`config.mk`:
```
export PLATFORM = sky130hd
export DESIGN_NAME = hidden_wires_arbiter
export DESIGN_NICKNAME = d
export VERILOG_FILES = /design/src/rtl/hidden_wires_arbiter.sv
export SDC_FILE = /design/constraint.sdc
export NUM_CORES = 1
export LEC_CHECK = 0
export BUFFER_PORTS_ARGS = -buffer_cell sky130_fd_sc_hd__buf_2
export CAP_MARGIN = 0
export CORE_AREA = 2 2 196 198
export CTS_CLUSTER_DIAMETER = 80
export DETAILED_ROUTE_END_ITERATION = 6
export DIE_AREA = 0 0 198 200
export MAX_ROUTING_LAYER = met4
export PLACE_DENSITY_LB_ADDON = 0.25
export REMOVE_ABC_BUFFERS = 1
export SLEW_MARGIN = 20
export SYNTH_ARGS = -nofsm -noshare
export SYNTH_HDL_FRONTEND = slang
export SYNTH_SLANG_ARGS = --single-unit
```
`constraint.sdc`:
```
create_clock -name clk -period 1.88 [get_ports clk]
set_input_delay 0.376 -clock clk [delete_from_list [all_inputs] [get_ports clk]]
set_output_delay 0.376 -clock clk [all_outputs]
set_load 0.1 [all_outputs]
```
`src/rtl/hidden_wires_arbiter.sv`:
```
// Round-robin arbiter that multiplexes NUM_REQ burst requesters onto one registered
// shared channel; a burst keeps the channel locked to its requester until its last beat.
module hidden_wires_arbiter #(
  parameter int NUM_REQ = 4,
  parameter int ADDR_W  = 64,
  parameter int DATA_W  = 32
) (
  input  logic                       clk,
  input  logic                       rst,
  input  logic [NUM_REQ-1:0]         req_valid,
  input  logic [NUM_REQ-1:0]         req_last,
  input  logic [NUM_REQ*ADDR_W-1:0]  req_addr,
  input  logic [NUM_REQ*DATA_W-1:0]  req_data,
  output logic [NUM_REQ-1:0]         req_ready,
  output logic [ADDR_W-1:0]          hw_address,
  output logic [DATA_W-1:0]          hw_data,
  output logic                       hw_enable,
  input  logic                       hw_ready,
  output logic [$clog2(NUM_REQ)-1:0] grant_id,
  output logic                       locked
);

  localparam int IDX_W = $clog2(NUM_REQ);

  typedef enum logic [0:0] {
    S_IDLE = 1'b0,
    S_LOCK = 1'b1
  } state_t;

  state_t             state_q;
  logic [IDX_W-1:0]   lock_id_q;
  logic [IDX_W-1:0]   rr_ptr_q;
  logic [IDX_W-1:0]   rr_ptr_d;
  logic [ADDR_W-1:0]  hw_address_q;
  logic [DATA_W-1:0]  hw_data_q;
  logic [IDX_W-1:0]   grant_id_q;
  logic               hw_enable_q;

  logic               can_load_s;
  logic               win_found_s;
  logic [IDX_W-1:0]   win_idx_s;
  logic [NUM_REQ-1:0] ready_s;
  logic [IDX_W-1:0]   acc_idx_s;
  logic               acc_s;
  logic               acc_last_s;

  // (base + offset) modulo NUM_REQ, with offset in 0..NUM_REQ
  function automatic logic [IDX_W-1:0] rr_index(input logic [IDX_W-1:0] base, input int offset);
    int sum;
    sum = int'(base) + offset;
    if (sum >= NUM_REQ) begin
      sum = sum - NUM_REQ;
    end else begin
      sum = sum;
    end
    return IDX_W'(sum);
  endfunction

  assign can_load_s = !hw_enable_q || hw_ready;

  // Round-robin search for the first valid requester starting at rr_ptr
  always_comb begin
    win_found_s = 1'b0;
    win_idx_s   = '0;
    for (int k = 0; k < NUM_REQ; k++) begin
      if (!win_found_s && req_valid[rr_index(rr_ptr_q, k)]) begin
        win_found_s = 1'b1;
        win_idx_s   = rr_index(rr_ptr_q, k);
      end else begin
        win_found_s = win_found_s;
      end
    end
  end

  // One-hot ready: the lock owner only while locked, else the round-robin winner
  always_comb begin
    ready_s = '0;
    if (rst || !can_load_s) begin
      ready_s = '0;
    end else if (state_q == S_LOCK) begin
      ready_s[lock_id_q] = req_valid[lock_id_q];
    end else if (win_found_s) begin
      ready_s[win_idx_s] = 1'b1;
    end else begin
      ready_s = '0;
    end
  end

  assign acc_idx_s  = (state_q == S_LOCK) ? lock_id_q : win_idx_s;
  assign acc_s      = |(req_valid & ready_s);
  assign acc_last_s = req_last[acc_idx_s];
  assign rr_ptr_d   = rr_index(acc_idx_s, 1);

  // Arbitration state and the registered shared-channel beat
  always_ff @(posedge clk) begin
    if (rst) begin
      state_q      <= S_IDLE;
      lock_id_q    <= '0;
      rr_ptr_q     <= '0;
      hw_address_q <= '0;
      hw_data_q    <= '0;
      grant_id_q   <= '0;
      hw_enable_q  <= 1'b0;
    end else begin
      if (acc_s) begin
        hw_address_q <= req_addr[int'(acc_idx_s)*ADDR_W +: ADDR_W];
        hw_data_q    <= req_data[int'(acc_idx_s)*DATA_W +: DATA_W];
        grant_id_q   <= acc_idx_s;
        hw_enable_q  <= 1'b1;
        if (acc_last_s) begin
          state_q  <= S_IDLE;
          rr_ptr_q <= rr_ptr_d;
        end else begin
          state_q   <= S_LOCK;
          lock_id_q <= acc_idx_s;
        end
      end else if (can_load_s) begin
        hw_enable_q <= 1'b0;
      end else begin
        hw_enable_q <= hw_enable_q;
      end
    end
  end

  assign req_ready  = ready_s;
  assign hw_address = hw_address_q;
  assign hw_data    = hw_data_q;
  assign hw_enable  = hw_enable_q;
  assign grant_id   = grant_id_q;
  assign locked     = (state_q == S_LOCK);

endmodule

```
==> Yosys cells after proc, flatten, opt, wreduce, memory -nomap -nowiden <==
Cells that the tools add are included.
{ "classes": {"shifts": 2, "n_lt_le_gt_ge": 14, "n_mux": 36, "bitwise_logic": 3, "reduce_logical": 16, "addsub": 9} }
{ "op_table": {"columns": ["cell", "count"], "rows": [
  ["$shiftx A256 B9 Y64", 1],
  ["$shiftx A128 B8 Y32", 1],
  ["$lt A2 B3 Y1 const B", 7],
  ["$mux W2", 10],
  ["$mux W1", 15],
  ["$bmux W1 S2", 6],
  ["$ge A3 B3 Y1 const B", 4],
  ["$mux W4", 3],
  ["$sub A2 B1 Y2 const B", 5],
  ["$and A4 B4 Y4", 2],
  ["$add A2 B1 Y3 const B", 2],
  ["$add A2 B2 Y3 const B", 2],
  ["$logic_and A1 B1 Y1", 5],
  ["$logic_not A1 Y1", 5],
  ["$demux W1 S2", 2],
  ["$ge A2 B1 Y1 const B", 2],
  ["$reduce_and A2 Y1", 2],
  ["$reduce_or A4 Y1", 1],
  ["$ge A2 B3 Y1 const B", 1],
  ["$logic_or A1 B1 Y1", 2],
  ["$reduce_bool A2 Y1", 1],
  ["$not A1 Y1", 1]
]} }
{ "word_totals": {"reg_bits": 104, "wordCells": 87, "output_inout_bits": 104, "inputBits": 395} }

==> Logic depth before layout (Yosys ltp) <==
{ "depth": {"word_depth": 24, "depth_mapped": 9, "depth_no_buf": 6} }

==> Worst setup path after synthesis <==
OpenSTA, ideal clock, no wires.
{ "synth_path": {"path_kind": "reg-to-output", "start": "reg state_q, in the netlist locked", "end": "out req_ready[0]", "path_stages_with_launch": 4, "required_time_ps": 1504, "slack_ps": -1688, "arrival_ps": 3192, "cell_sequence": "dfxtp_1 > inv_1 > or3_1 > a21oi_1"} }
{ "synth_via": {"elab_chain_cells": 2} }
{ "synth_lines": {"columns": ["item", "line_no", "rtl"], "rows": [
  ["start: declaration", "30", "state_t state_q;"],
  ["start signal: assignment", "97", "state_q <= S_IDLE;"],
  ["start signal: assignment", "111", "state_q <= S_IDLE;"],
  ["start signal: assignment", "114", "state_q <= S_LOCK;"],
  ["$mux W4", "80", "end else if (state_q == S_LOCK) begin"],
  ["$mux W4", "78", "if (rst || !can_load_s) begin"],
  ["end: declaration", "14", "output logic [NUM_REQ-1:0] req_ready,"]
]} }
No other way between the ends.

==> Final worst setup path <==
{ "layout_path": {"start": "reg rr_ptr_q[0]", "end": "out req_ready[0]"} }
{ "layout_via": {"elab_chain_cells": 21} }
{ "layout_lines": {"columns": ["item", "line_no", "rtl"], "rows": [
  ["start: declaration", "32", "logic [IDX_W-1:0] rr_ptr_q;"],
  ["start signal: assignment", "112", "rr_ptr_q <= rr_ptr_d;"],
  ["branches (longest 18 deep; another with $add A2 B1 Y3)", null, null],
  ["$mux W4 (*)", "82", "end else if (win_found_s) begin"],
  ["$mux W4 (*)", "80", null],
  ["$mux W4 (*)", "78", null]
]} }
Every way passes the cells marked *. The select of a mux whose other input is x is not followed.

==> metrics <==
status finished with violations; failing checks setup timing; EDFF count, synth 0; Initial Utilization 18.5%; HPWL Detailed 24200 um; WP data arrival 1.96 ns; final hold vios 0; Post-CTS Hold Fix Bufs 0; vias in the first global route 8747; largest net degree at the start of global routing 99; register area share after synthesis 30.1%; GR peak layer met2; post-synthesis cell count 1041; Worst-Margin Slew 0.531 ns; area share of the largest cell type after synthesis 30.1%; dpl cells 2029; maximum buffer depth of the clock tree 2; GR Util met3 3.75%; Reg clk slew, reported paths 0.07 ns; peak supply drop 0.850 mV; worst reg2reg path endpoint hw_data[27]; mapped cell area 6920 um2; Yosys cell types 44; crit path time final 2.33 ns; final period utilization 124%; Die Y 200 um; Async SR Flop Fraction 0%; Switching Power 11500 uW; leakage power 0.00587 uW; FP Rows 71; Detailed Route WL 32000 um; Global Route met2 Usage 25.8%; crit path max fanout 3; clock sinks 104; antenna violations before repair 3; Cell Pwr Density 1790 nW/um2; GRT Total Usage 15.4%; most common cell in the netlist nand2_1; RSZ-0062 raised after global routing true; Final ANT Viol Nets 0; WS Path Type register to output port; Synth top cells by count nand2_1, nand3_1, dfxtp_1; Synth warnings 0; fillcell total 4182; Reg power frac 17.5%; Wirelength per Cell 15.6 um; Inserted Clock Buffers 9; R2R depth 8; # port buffers 498; Clk pwr share 10.7%; hold endpoint lock_id_q[1]; via count 9107; total congestion overflow 0; Slew Viols, Final 0; maximum clock frequency 429 MHz; Total Nets Final 1931; hold path cells 2; core area 37400 um2; met1 Use GR 18.1%; CP Launch Type register; Comb pwr share 71.8%; layout cells sized above 1 41.9%; R2R Setup Slk -0.26 ns; HP Start rst; RePlAce Congestion 0.886; H-tree levels 3; First-pass DRT Iterations 7; DIE WIDTH 198 um; final std cells w/o fill 2054; post-synth top area cell dfxtp_1; Slew HR 64.9%; DRC viols 0; ranking of synthesized cells by area dfxtp_1, nand2_1, nand3_1; P_int 8120 uW; final worst setup slack -0.453 ns; # IOs 499; CTS root buf clkbuf_16; P&R area growth vs syn 58.4%; CP required 1.50 ns; Syn Area/Cell 6.65 um2; DIE AREA 39600 um2; TritonCTS clock tree built; dpl ws -0.416 ns; Initial DRC Count 336; setup violators final 108; Primary FF master, synth dfxtp_1; Setup Skew 0.00528 ns; Net Sw Frac 58.6%; Hold Path Class input pin to register; max_cap viols 0; number of synthesized register bits 104; R2R Path Start rr_ptr_q[1]; vias per std cell 4.43; clk_lat worst skew 0.37 ns; Critical Path End Type output port; global-route wire length before repair 46400 um
[per-stage QoR]
step	total power (uW)	instance area [um2]	setup TNS (ns)	hold slack, ns	utilization (%)
CTS	19600	10800	-23.19	0.195	29.0
global route	20800	11000	-30.06	0.213	29.3
global placement	17300	10500	-36.07	0.452	27.9
detailed placement	17300	10500	-36.13	0.457	27.9
finish	19600	11000	-20.16	0.237	29.3
floorplan	17400	6450	-433.57	0.442	-
[metal layers]
metal	vias up	share of wire, %
li1	4588	-
met1	4157	43
met2	329	48
met3	33	6.5
met4	0	2.4
met5	-	0
[worst max-delay path by stage]
stage | end | cells past startpoint | startpoint
CTS | req_ready[0] | 7 | rr_ptr_q[0]
floorplan | lock_id_q[1] | 5 | locked
detailed placement | hw_data[28] | 9 | req_valid[2]
global route | req_ready[0] | 7 | rr_ptr_q[0]
global placement | hw_data[28] | 9 | req_valid[2]
finish | req_ready[0] | 7 | rr_ptr_q[0]
[area by class of cell]
type / count / area (um2) / area share (%)
multi-input cells: 836 / 4420 / 40.3
flip-flops and latches: 104 / 2090 / 19.0
diodes: 2 / 5.00 / 0.0456
clock buffers: 11 / 243 / 2.21
clock inverters: 5 / 80.1 / 0.730
inverters: 4 / 15.0 / 0.137
repair buffers: 581 / 3470 / 31.7
well taps: 511 / 639 / 5.83
[cell usage in the layout (no fill, tap or decap), types with 2 or more instances in the layout]
cell type	Yosys	routed
nand3_1	193	193
o21ai_2	1	3
a221oi_4	2	2
o311ai_1	2	2
clkinvlp_4	0	2
a32oi_1	2	2
and2_1	5	4
bufinv_16	0	2
a31o_1	73	72
buf_12	0	21
a31o_4	0	2
buf_2	43	494
nand2_1	394	394
clkbuf_16	0	12
o31ai_1	2	2
inv_1	4	3
nor2_1	6	6
a21oi_1	4	3
diode_2	0	2
nor2b_2	2	3
a31o_2	25	24
o21a_1	2	2
dfxtp_1	104	102
and3_1	97	97
buf_4	3	61
[cell families (layout without fill, tap and decap cells)]
group                  Yosys count  in the layout  share of synthesized area (%)
AO/OA/AOI/OAI                  129            129                           16.8
XOR/XNOR                         1              1                          0.127
buffers and inverters          101            601                           6.96
flip-flops                     104            104                           30.1
multiplexers                     2              2                          0.307
other                            0              2                              0
AND/OR/NAND/NOR                704            704                           45.7
[power by group through the flow]
| stage | combinational [uW] | sequential [uW] | clock [uW] |
|---|---|---|---|
| 6_report | 14100 | 3430 | 2100 |
| 5_1_grt | 15000 | 3530 | 2280 |
| 4_1_cts | 14000 | 3430 | 2220 |
| 3_5_place_dp | 13800 | 3470 | 0 |
| 3_3_place_gp | 13900 | 3460 | 0 |
| 2_1_floorplan | 5610 | 11800 | 0 |
[worst max-delay path, cell delays in order, from the launching register on]
cell	delay, ns
dfxtp_4	0.38
nor2b_2	0.06
a211o_1	0.25
and2_4	0.15
or3_4	0.33
a21oi_2	0.13
buf_4	0.13
buf_12	0.16
[registers in the layout, indices dropped and copies added, names as in the netlist]
| name | cells |
|---|---|
| locked | 1 |
| hw_data | 32 |
| grant_id | 2 |
| hw_address | 64 |
| rr_ptr_q | 2 |
| lock_id_q | 2 |
| hw_enable | 1 |
[timing repair]
action | in CTS | in global routing
gates resized for setup | 8 | 7
setup buffers | 2 | 0
pin swaps | 3 | 2
setup endpoints to repair | 108 | 108
gates cloned | 1 | 4
Power figures use the tool's default switching activity.
